<file path="src/rtl/ad9122_ctrl_defs.sv">
// Shared definitions for the AD9122 DCI delay controller.
// Sweep states exist only when AD9122_DCI_SWEEP_EN is defined.
package ad9122_ctrl_defs;
  localparam int TAP_W = 5;
  localparam int NUM_TAPS = 32;
  localparam logic [7:0] REG_LOAD = 8'd0;
  localparam logic [7:0] REG_SWEEP = 8'd1;

`ifdef AD9122_DCI_SWEEP_EN
  typedef enum logic [2:0] {
    S_IDLE, S_LOAD, S_SETTLE, S_CLEAR,
    S_DWELL, S_RECORD, S_SCAN, S_APPLY
  } state_t;
`else
  typedef enum logic [1:0] {
    S_IDLE, S_LOAD, S_SETTLE
  } state_t;
`endif
endpackage

</file>
<file path="src/rtl/dci_window_finder.sv">
// Serial scanner: finds the longest linear run of 1s in a 32-bit
// pass map, one bit per clock; ties keep the lowest start index.
module dci_window_finder
  import ad9122_ctrl_defs::*;
(
  input  logic                clk,
  input  logic                rst_n,
  input  logic                start,
  input  logic [NUM_TAPS-1:0] map,
  output logic                done,
  output logic [TAP_W:0]      len,
  output logic [TAP_W-1:0]    start_idx
);
  logic             busy;
  logic [TAP_W-1:0] idx;
  logic [TAP_W:0]   cur_len;
  logic [TAP_W-1:0] cur_start;

  always_ff @(posedge clk or negedge rst_n) begin
    if (!rst_n) begin
      busy      <= 1'b0;
      done      <= 1'b0;
      idx       <= '0;
      cur_len   <= '0;
      cur_start <= '0;
      len       <= '0;
      start_idx <= '0;
    end else begin
      done <= 1'b0;
      if (start) begin
        busy      <= 1'b1;
        idx       <= '0;
        cur_len   <= '0;
        cur_start <= '0;
        len       <= '0;
        start_idx <= '0;
      end else if (busy) begin
        if (map[idx]) begin
          if (cur_len == '0) cur_start <= idx;
          cur_len <= cur_len + 1'b1;
          // strict compare keeps the earliest of equal runs
          if (cur_len + 1'b1 > len) begin
            len       <= cur_len + 1'b1;
            start_idx <= (cur_len == '0) ? idx : cur_start;
          end
        end else begin
          cur_len <= '0;
        end
        idx <= idx + 1'b1;
        if (idx == TAP_W'(NUM_TAPS - 1)) begin
          busy <= 1'b0;
          done <= 1'b1;
        end
      end
    end
  end
endmodule

</file>
<file path="src/rtl/ad9122_dci_delay_ctrl.sv">
// AD9122 DCI lane delay sequencer: tap loads and, with
// AD9122_DCI_SWEEP_EN defined, a SED-driven tap sweep and centring.
module ad9122_dci_delay_ctrl
  import ad9122_ctrl_defs::*;
#(
  parameter int BASE          = 0,
  parameter int SETTLE_CYCLES = 16,
  parameter int DWELL_CYCLES  = 1024
) (
  input  logic                clk,
  input  logic                rst_n,
  input  logic                set_stb,
  input  logic [7:0]          set_addr,
  input  logic [31:0]         set_data,
  input  logic                sed_err,
  output logic                sed_clear,
  output logic [TAP_W-1:0]    delay_value,
  output logic                delay_reset,
  output logic                busy,
  output logic                done,
  output logic                cal_ok,
  output logic [TAP_W-1:0]    cal_tap,
  output logic [NUM_TAPS-1:0] pass_map
);
  localparam int CMAX = (SETTLE_CYCLES > DWELL_CYCLES) ?
                        SETTLE_CYCLES : DWELL_CYCLES;
  localparam int CW = $clog2(CMAX + 1);
  localparam logic [7:0] A_LOAD  = 8'(BASE) + REG_LOAD;
  localparam logic [7:0] A_SWEEP = 8'(BASE) + REG_SWEEP;

  state_t        state;
  logic [CW-1:0] cnt;
  logic          load_wr;
  logic          sweep_wr;

  assign load_wr  = set_stb && (set_addr == A_LOAD);
  assign sweep_wr = set_stb && (set_addr == A_SWEEP) && set_data[0];
  assign busy     = (state != S_IDLE);

`ifdef AD9122_DCI_SWEEP_EN
  logic                sweeping;
  logic [TAP_W-1:0]    tap;
  logic [TAP_W-1:0]    saved;
  logic                err;
  logic [NUM_TAPS-1:0] work;
  logic                scan_start;
  logic                win_done;
  logic [TAP_W:0]      win_len;
  logic [TAP_W-1:0]    win_start;
  logic                unused_ok;

  assign unused_ok = ^set_data[31:TAP_W];

  dci_window_finder u_finder (
    .clk       (clk),
    .rst_n     (rst_n),
    .start     (scan_start),
    .map       (work),
    .done      (win_done),
    .len       (win_len),
    .start_idx (win_start)
  );
`else
  logic unused_ok;

  assign unused_ok = ^{set_data[31:TAP_W], sed_err, sweep_wr};
  assign sed_clear = 1'b0;
  assign cal_ok    = 1'b0;
  assign cal_tap   = '0;
  assign pass_map  = '0;
`endif

  always_ff @(posedge clk or negedge rst_n) begin
    if (!rst_n) begin
      state       <= S_IDLE;
      cnt         <= '0;
      delay_value <= '0;
      delay_reset <= 1'b0;
      done        <= 1'b0;
`ifdef AD9122_DCI_SWEEP_EN
      sed_clear   <= 1'b0;
      cal_ok      <= 1'b0;
      cal_tap     <= '0;
      pass_map    <= '0;
      sweeping    <= 1'b0;
      tap         <= '0;
      saved       <= '0;
      err         <= 1'b0;
      work        <= '0;
      scan_start  <= 1'b0;
`endif
    end else begin
      delay_reset <= 1'b0;
      done        <= 1'b0;
`ifdef AD9122_DCI_SWEEP_EN
      sed_clear   <= 1'b0;
      scan_start  <= 1'b0;
`endif
      unique case (state)
        S_IDLE: begin
          if (load_wr) begin
            delay_value <= set_data[TAP_W-1:0];
            state       <= S_LOAD;
          end
`ifdef AD9122_DCI_SWEEP_EN
          else if (sweep_wr) begin
            saved       <= delay_value;
            delay_value <= '0;
            tap         <= '0;
            work        <= '0;
            pass_map    <= '0;
            sweeping    <= 1'b1;
            state       <= S_LOAD;
          end
`endif
        end
        S_LOAD: begin
          delay_reset <= 1'b1;
          cnt         <= CW'(SETTLE_CYCLES);
          state       <= S_SETTLE;
        end
        S_SETTLE: begin
          if (cnt != '0) begin
            cnt <= cnt - 1'b1;
          end
`ifdef AD9122_DCI_SWEEP_EN
          else if (sweeping) begin
            sed_clear <= 1'b1;
            state     <= S_CLEAR;
          end
`endif
          else begin
            done  <= 1'b1;
            state <= S_IDLE;
          end
        end
`ifdef AD9122_DCI_SWEEP_EN
        S_CLEAR: begin
          // SED may still reflect the previous tap here
          err   <= 1'b0;
          cnt   <= CW'(DWELL_CYCLES - 1);
          state <= S_DWELL;
        end
        S_DWELL: begin
          err <= err | sed_err;
          if (cnt != '0) cnt <= cnt - 1'b1;
          else           state <= S_RECORD;
        end
        S_RECORD: begin
          work[tap] <= ~err;
          if (tap == TAP_W'(NUM_TAPS - 1)) begin
            scan_start <= 1'b1;
            state      <= S_SCAN;
          end else begin
            tap         <= tap + 1'b1;
            delay_value <= tap + 1'b1;
            state       <= S_LOAD;
          end
        end
        S_SCAN: begin
          if (win_done) begin
            pass_map <= work;
            sweeping <= 1'b0;
            if (win_len != '0) begin
              cal_ok  <= 1'b1;
              cal_tap <= win_start +
                         TAP_W'((win_len - 1'b1) >> 1);
            end else begin
              cal_ok <= 1'b0;
            end
            state <= S_APPLY;
          end
        end
        S_APPLY: begin
          delay_value <= cal_ok ? cal_tap : saved;
          state       <= S_LOAD;
        end
`endif
        default: state <= S_IDLE;
      endcase
    end
  end
endmodule

</file>
<file path="config.mk">
export PLATFORM = sky130hd
export DESIGN_NAME = ad9122_dci_delay_ctrl
export DESIGN_NICKNAME = d
export VERILOG_FILES = /design/src/rtl/ad9122_ctrl_defs.sv /design/src/rtl/dci_window_finder.sv /design/src/rtl/ad9122_dci_delay_ctrl.sv
export SDC_FILE = /design/constraint.sdc
export NUM_CORES = 1
export LEC_CHECK = 0
export ABC_AREA = 1
export CAP_MARGIN = 5
export CORE_MARGIN = 8
export CORE_UTILIZATION = 26
export DETAILED_ROUTE_END_ITERATION = 16
export PLACE_DENSITY_LB_ADDON = 0.1
export SLEW_MARGIN = 30
export SYNTH_ARGS = -nofsm -noshare
export SYNTH_HDL_FRONTEND = slang
export SYNTH_SLANG_ARGS = --single-unit
</file>
<file path="constraint.sdc">
create_clock -name clk -period 1.9 [get_ports clk]
set_clock_uncertainty 0.05 [all_clocks]
set_input_delay 0.285 -clock clk [delete_from_list [all_inputs] [get_ports clk]]
set_output_delay 0.285 -clock clk [all_outputs]
set_load 0.005 [all_outputs]
</file>
==> results.yml, run 1 <==
sta:
  fin_crit_ps: 1702
  setup_tns_ps: 0
  tightest_slew_ps: 541.0
  timing.fmax_mhz: 587.5
  post-route-period-util_pct: 89.58
  post-route-worst-setup-slack_ps: 197.9
  drv_slew: 0
  hold_viol: 0
  report.final.setup_viol: 0
  slew_headroom_pct: 63.85
  rsz0062_at_grt: "false"
  whs_ps: 309.4
synthesis:
  yosysSeqAreaShare_pct: 36.60
  ys_ff_latch: 20
  syn_area_um2: 1368
  synth_top_area_share_pct: 36.60
  yosysUniqueCellTypes: 23
  syn_area_per_cell_um2: 7.860
  yosysTopAreaCell: "dfrtp_1"
  yosysWarnings: 0
  ys.flop_type: "dfrtp_1"
  synth.area.top_cells: "dfrtp_1 (37%), buf_4 (21%), nand2_1 (11%)"
  synth-edff-count: 0
  syn_inst: 174
  async_flop_share_pct: 100.0
  synthTopCellsByCount: "buf_4 (39), nand2_1 (39), dfrtp_1 (20)"
floorplan:
  core_area_um2: 5107
  rows: 26
  die_h_um: 88.53
  num_io_pins: 91
  die_area_um2: 7837
  die_w_um: 88.53
  initial_core_util_pct: 26.78
global_routing:
  overflow: 0
  antenna_found_initial: 0
  grt_start_max_net_pins: 21
  grt_pass1_vias: 1055
  grt_pass1_wl_um: 4719
  grt_util_all_layers_pct: 7.626
placement:
  dp_cells: 267
  placement.io_buffers: 23
  post-place-ws_ps: 206.8
  place.gp.congestion: 0.7923
  dp_hpwl_um: 2353
  dpl_cell_area_um2: 1533
final_layout:
  drive_above_1_share_pct: 12.94
  final_cell_area_um2: 1604
  syn_to_final_growth_pct: 17.29
  final_cells: 271
  fin_util_pct: 31.41
  multiInputGateArea_um2: 628.1
  ff_latch_area_um2: 500.5
  fillers: 571
  num_antenna_cells: 0
  nets: 247
drt:
  final_antenna_net_count: 0
  via_per_inst: 3.775
  drt_iter0_markers: 27
  dr.pass1.iters: 4
  wl_um: 2865
  vias: 1023
  wl_per_cell_um: 10.57
  drc: 0
clock_network:
  postCtsSetupBuffers: 0
  cts_root_buffer: "clkbuf_8"
  cts_resized: 0
  htree_levels: 1
  cts_tree: "yes"
  cts_sinks: 20
  path_clk_slew_ps: 80
  cts_made_buffers: 3
  clk_latency_ps: 260
  hold_buffers: 0
  cts_max_path_buffers: 2
outcome:
  status: "finished, final reports clean"
critical_path:
  crit_fanout: 8
  crit_type: "flip-flop to flip-flop"
  cp.arrival_ps: 1840
  cp.required_ps: 2040
  cp-start-kind: "flip-flop"
  rrSetupSlack_ps: 200
  end_kind: "flip-flop"
power:
  max-vdd-ir-drop_mv: 0.2472
  power.density_nw_per_um2: 613.6
  power.total_mw: 0.9842
  p_leak_nw: 0.8910
worst_hold_path:
  worst_hold_path_type: "primary input to asynchronous set/reset pin"
run:
  drv_cap: 0
cell usage in the layout (no fill, tap or decap), drive strengths merged:
| cell | count |
|---|---|
| o21ai | 7 |
| conb | 39 |
| xor2 | 2 |
| nand2 | 41 |
| nand4 | 1 |
| dfrtp | 20 |
| xnor2 | 1 |
| clkbuf | 3 |
| ha | 1 |
| bufinv | 1 |
| nor3b | 1 |
| inv | 17 |
| clkdlybuf4s50 | 23 |
| nor2 | 23 |
| buf | 3 |
| nand3 | 18 |
path summary, 6_finish.rpt:
| path | depth (start not counted) | startpoint | end |
|---|---|---|---|
| max reg2reg | 9 | cnt[0] | cnt[2] |
| min in group clk | 2 | delay_value[0] | delay_value[0] |
| min reg2reg | 2 | delay_value[0] | delay_value[0] |
| min | 2 | rst_n | cnt[8] |
| max in group asynchronous | 2 | rst_n | delay_value[2] |
| max | 9 | cnt[0] | cnt[2] |
layout make-up:
type                    instances  area share, %
clock buffers                   3          2.574
flip-flops and latches         20          31.20
repair buffers                 26          15.76
well taps                      70          5.460
inverters                      17          3.978
multi-input cells             134          39.16
clock inverters                 1          1.872
critical path, cell delays in order (launching register included):
cell     delay (ps)
dfrtp_1         430
inv_1           100
ha_1            200
nand2_1          80
nor2_2          160
nand3_2         150
nand2_4         150
buf_4           170
nand3_1          80
o21ai_2          70
flip-flops by register name, summed over array words and instances (netlist names):
register     flops
delay_reset      1
done             1
state            2
cnt             11
delay_value      5
per-layer routing:
metal / vias up / part of all wire [%] / wire length [µm] / global-route usage, %
li1: 512 / - / - / -
met1: 472 / 41 / 1181 / 8.009
met2: 37 / 48 / 1370 / 13.92
met3: 2 / 9.5 / 272 / 1.486
met4: 0 / 1.4 / 40 / 4.147
met5: - / 0 / 0 / 0
report_power, final:
group / internal, mW / leakage (nW) / switching [mW]
clock network: 0.281 / 0.0357 / 0.145
logic: 0.0548 / 0.577 / 0.0653
registers: 0.433 / 0.278 / 0.00516
cells by family after synthesis:
logic type / share of synthesized area [%]
compound gates: 3.385
other cells: 0.2742
buf+inv: 27.90
fa+ha+maj: 0.9148
xor+xnor: 1.922
simple gates: 29.00
flops: 36.60
Note: power is estimated with default switching activity, not from simulation.
==> run 2: changes to the inputs <==
==> constraint.sdc (replaced) <==
create_clock -name clk -period 1.6 [get_ports clk]
set_clock_uncertainty 0.05 [all_clocks]
set_input_delay 0.24 -clock clk [delete_from_list [all_inputs] [get_ports clk]]
set_output_delay 0.24 -clock clk [all_outputs]
set_load 0.005 [all_outputs]
==> results.yml, run 2 (synthesis results as in run 1) <==
outcome:
  status: "finished, final reports clean"
power:
  p_switching_mw: 0.2573
  p_sw_share_pct: 21.93
  power_frac_seq_pct: 44.3
  p_leak_nw: 0.9321
  power.density_nw_per_um2: 698.3
  intPower_mw: 0.9161
  max-vdd-ir-drop_mv: 0.3296
  combPwrFrac_pct: 12.5
  clkPwrFrac_pct: 43.2
global_routing:
  overflow: 0
  grt_pass1_wl_um: 4609
  grt_util_all_layers_pct: 7.532
  antenna_found_initial: 0
  grt_pass1_vias: 996
  grt_start_max_net_pins: 21
critical_path:
  end_kind: "flip-flop"
  crit_type: "flip-flop to flip-flop"
  cp-start-kind: "flip-flop"
  cp.required_ps: 1740
  crit_fanout: 8
  cp.arrival_ps: 1610
sta:
  report.final.setup_viol: 0
  post-route-period-util_pct: 92.12
  hold_viol: 0
  fin_crit_ps: 1474
  rsz0062_at_grt: "false"
  setup_tns_ps: 0
  drv_slew: 0
  timing.fmax_mhz: 678.5
clock_network:
  cts_tree: "yes"
  cts_made_buffers: 3
  cts_sinks: 20
  clk_latency_ps: 260
  cts_root_buffer: "clkbuf_8"
  htree_levels: 1
  hold_buffers: 0
  cts_max_path_buffers: 2
  path_clk_slew_ps: 80
final_layout:
  final_cells: 276
  layout_common_cells: "nand2_1 (39), conb_1 (39), clkdlybuf4s50_1 (22)"
  nets: 252
  top_register: "cnt"
  reg_top3: "cnt (11), delay_value (5), state (2)"
  fin_util_pct: 32.90
  largest_reg_flops: 11
  num_antenna_cells: 0
  fillers: 577
  drive_above_1_share_pct: 16.99
  syn_to_final_growth_pct: 22.87
placement:
  placement.io_buffers: 23
  place.gp.congestion: 0.7987
  dp_cells: 270
  dp_hpwl_um: 2380
drt:
  final_antenna_net_count: 0
  drt_iter0_markers: 28
  vias: 1041
  drc: 0
  via_per_inst: 3.772
  dr.pass1.iters: 4
  wl_um: 2865
  wl_per_cell_um: 10.38
floorplan:
  num_io_pins: 91
  die_w_um: 88.53
  rows: 26
  initial_core_util_pct: 26.78
  die_area_um2: 7837
  die_h_um: 88.53
  core_area_um2: 5107
worst_hold_path:
  worst_hold_path_type: "primary input to asynchronous set/reset pin"
run:
  drv_cap: 0
## run 2: metrics by stage
step | hold WS, ps | setup slack (ps) | power (mW) | area (µm²)
2_1_floorplan | -105.6 | 141.7 | 0.6687 | 1510
3_3_place_gp | 415.3 | 49.43 | 0.6702 | 1568
3_5_place_dp | 418.5 | 48.34 | 0.6715 | 1568
4_1_cts | 284.9 | 30.59 | 1.185 | 1640
5_1_grt | 286.7 | 12.97 | 1.241 | 1680
6_report | 267.5 | 126.2 | 1.173 | 1680
## run 2: worst max-delay path: stages (launching register included)
cell	delay (ps)
dfrtp_1	390
inv_2	80
ha_4	140
nand2_1	80
nor2_4	160
nand3_4	100
nand2_4	120
buf_12	130
nand3_1	80
o21ai_2	70
## run 2: what timing repair did
action                                  in CTS  in global routing
endpoints found under the setup margin       1                  8
buffers inserted                             0                  2
resized for setup                            2                  6
pin swaps                                    1                  3
## run 2: metal layers
| layer | track usage [%] | wire [µm] |
|---|---|---|
| met1 | 8.667 | 1145 |
| met2 | 12.76 | 1375 |
| met3 | 1.486 | 287 |
| met4 | 4.147 | 57 |
| met5 | 0 | 0 |
## run 2: path summary, 6_finish.rpt
check / start / end / slack [ps] / cells past startpoint
worst max register to register: cnt[0] / cnt[2] / 130 / 9
max in group asynchronous: rst_n / cnt[6] / 1020 / 2
worst max-delay path: cnt[0] / cnt[2] / 130 / 9
worst min-delay path: rst_n / cnt[10] / 270 / 2
min in group clk: delay_value[1] / delay_value[1] / 440 / 2
worst min register to register: delay_value[1] / delay_value[1] / 440 / 2
## run 2: cell type report
class	instances	area (µm²)	area share, %
inverters	17	63.81	3.797
flip-flops and latches	20	500.5	29.78
clock buffers	3	41.29	2.457
multi-input cells	134	655.6	39.02
well taps	70	87.58	5.212
clock inverters	1	30.03	1.787
repair buffers	31	301.5	17.94
## run 2: power by group through the flow
stage	clock [mW]	combinational (mW)	sequential, mW
floorplan	0	0.138	0.531
global placement	0	0.140	0.530
detailed placement	0	0.141	0.531
CTS	0.523	0.141	0.520
global route	0.552	0.167	0.522
finish	0.506	0.147	0.520
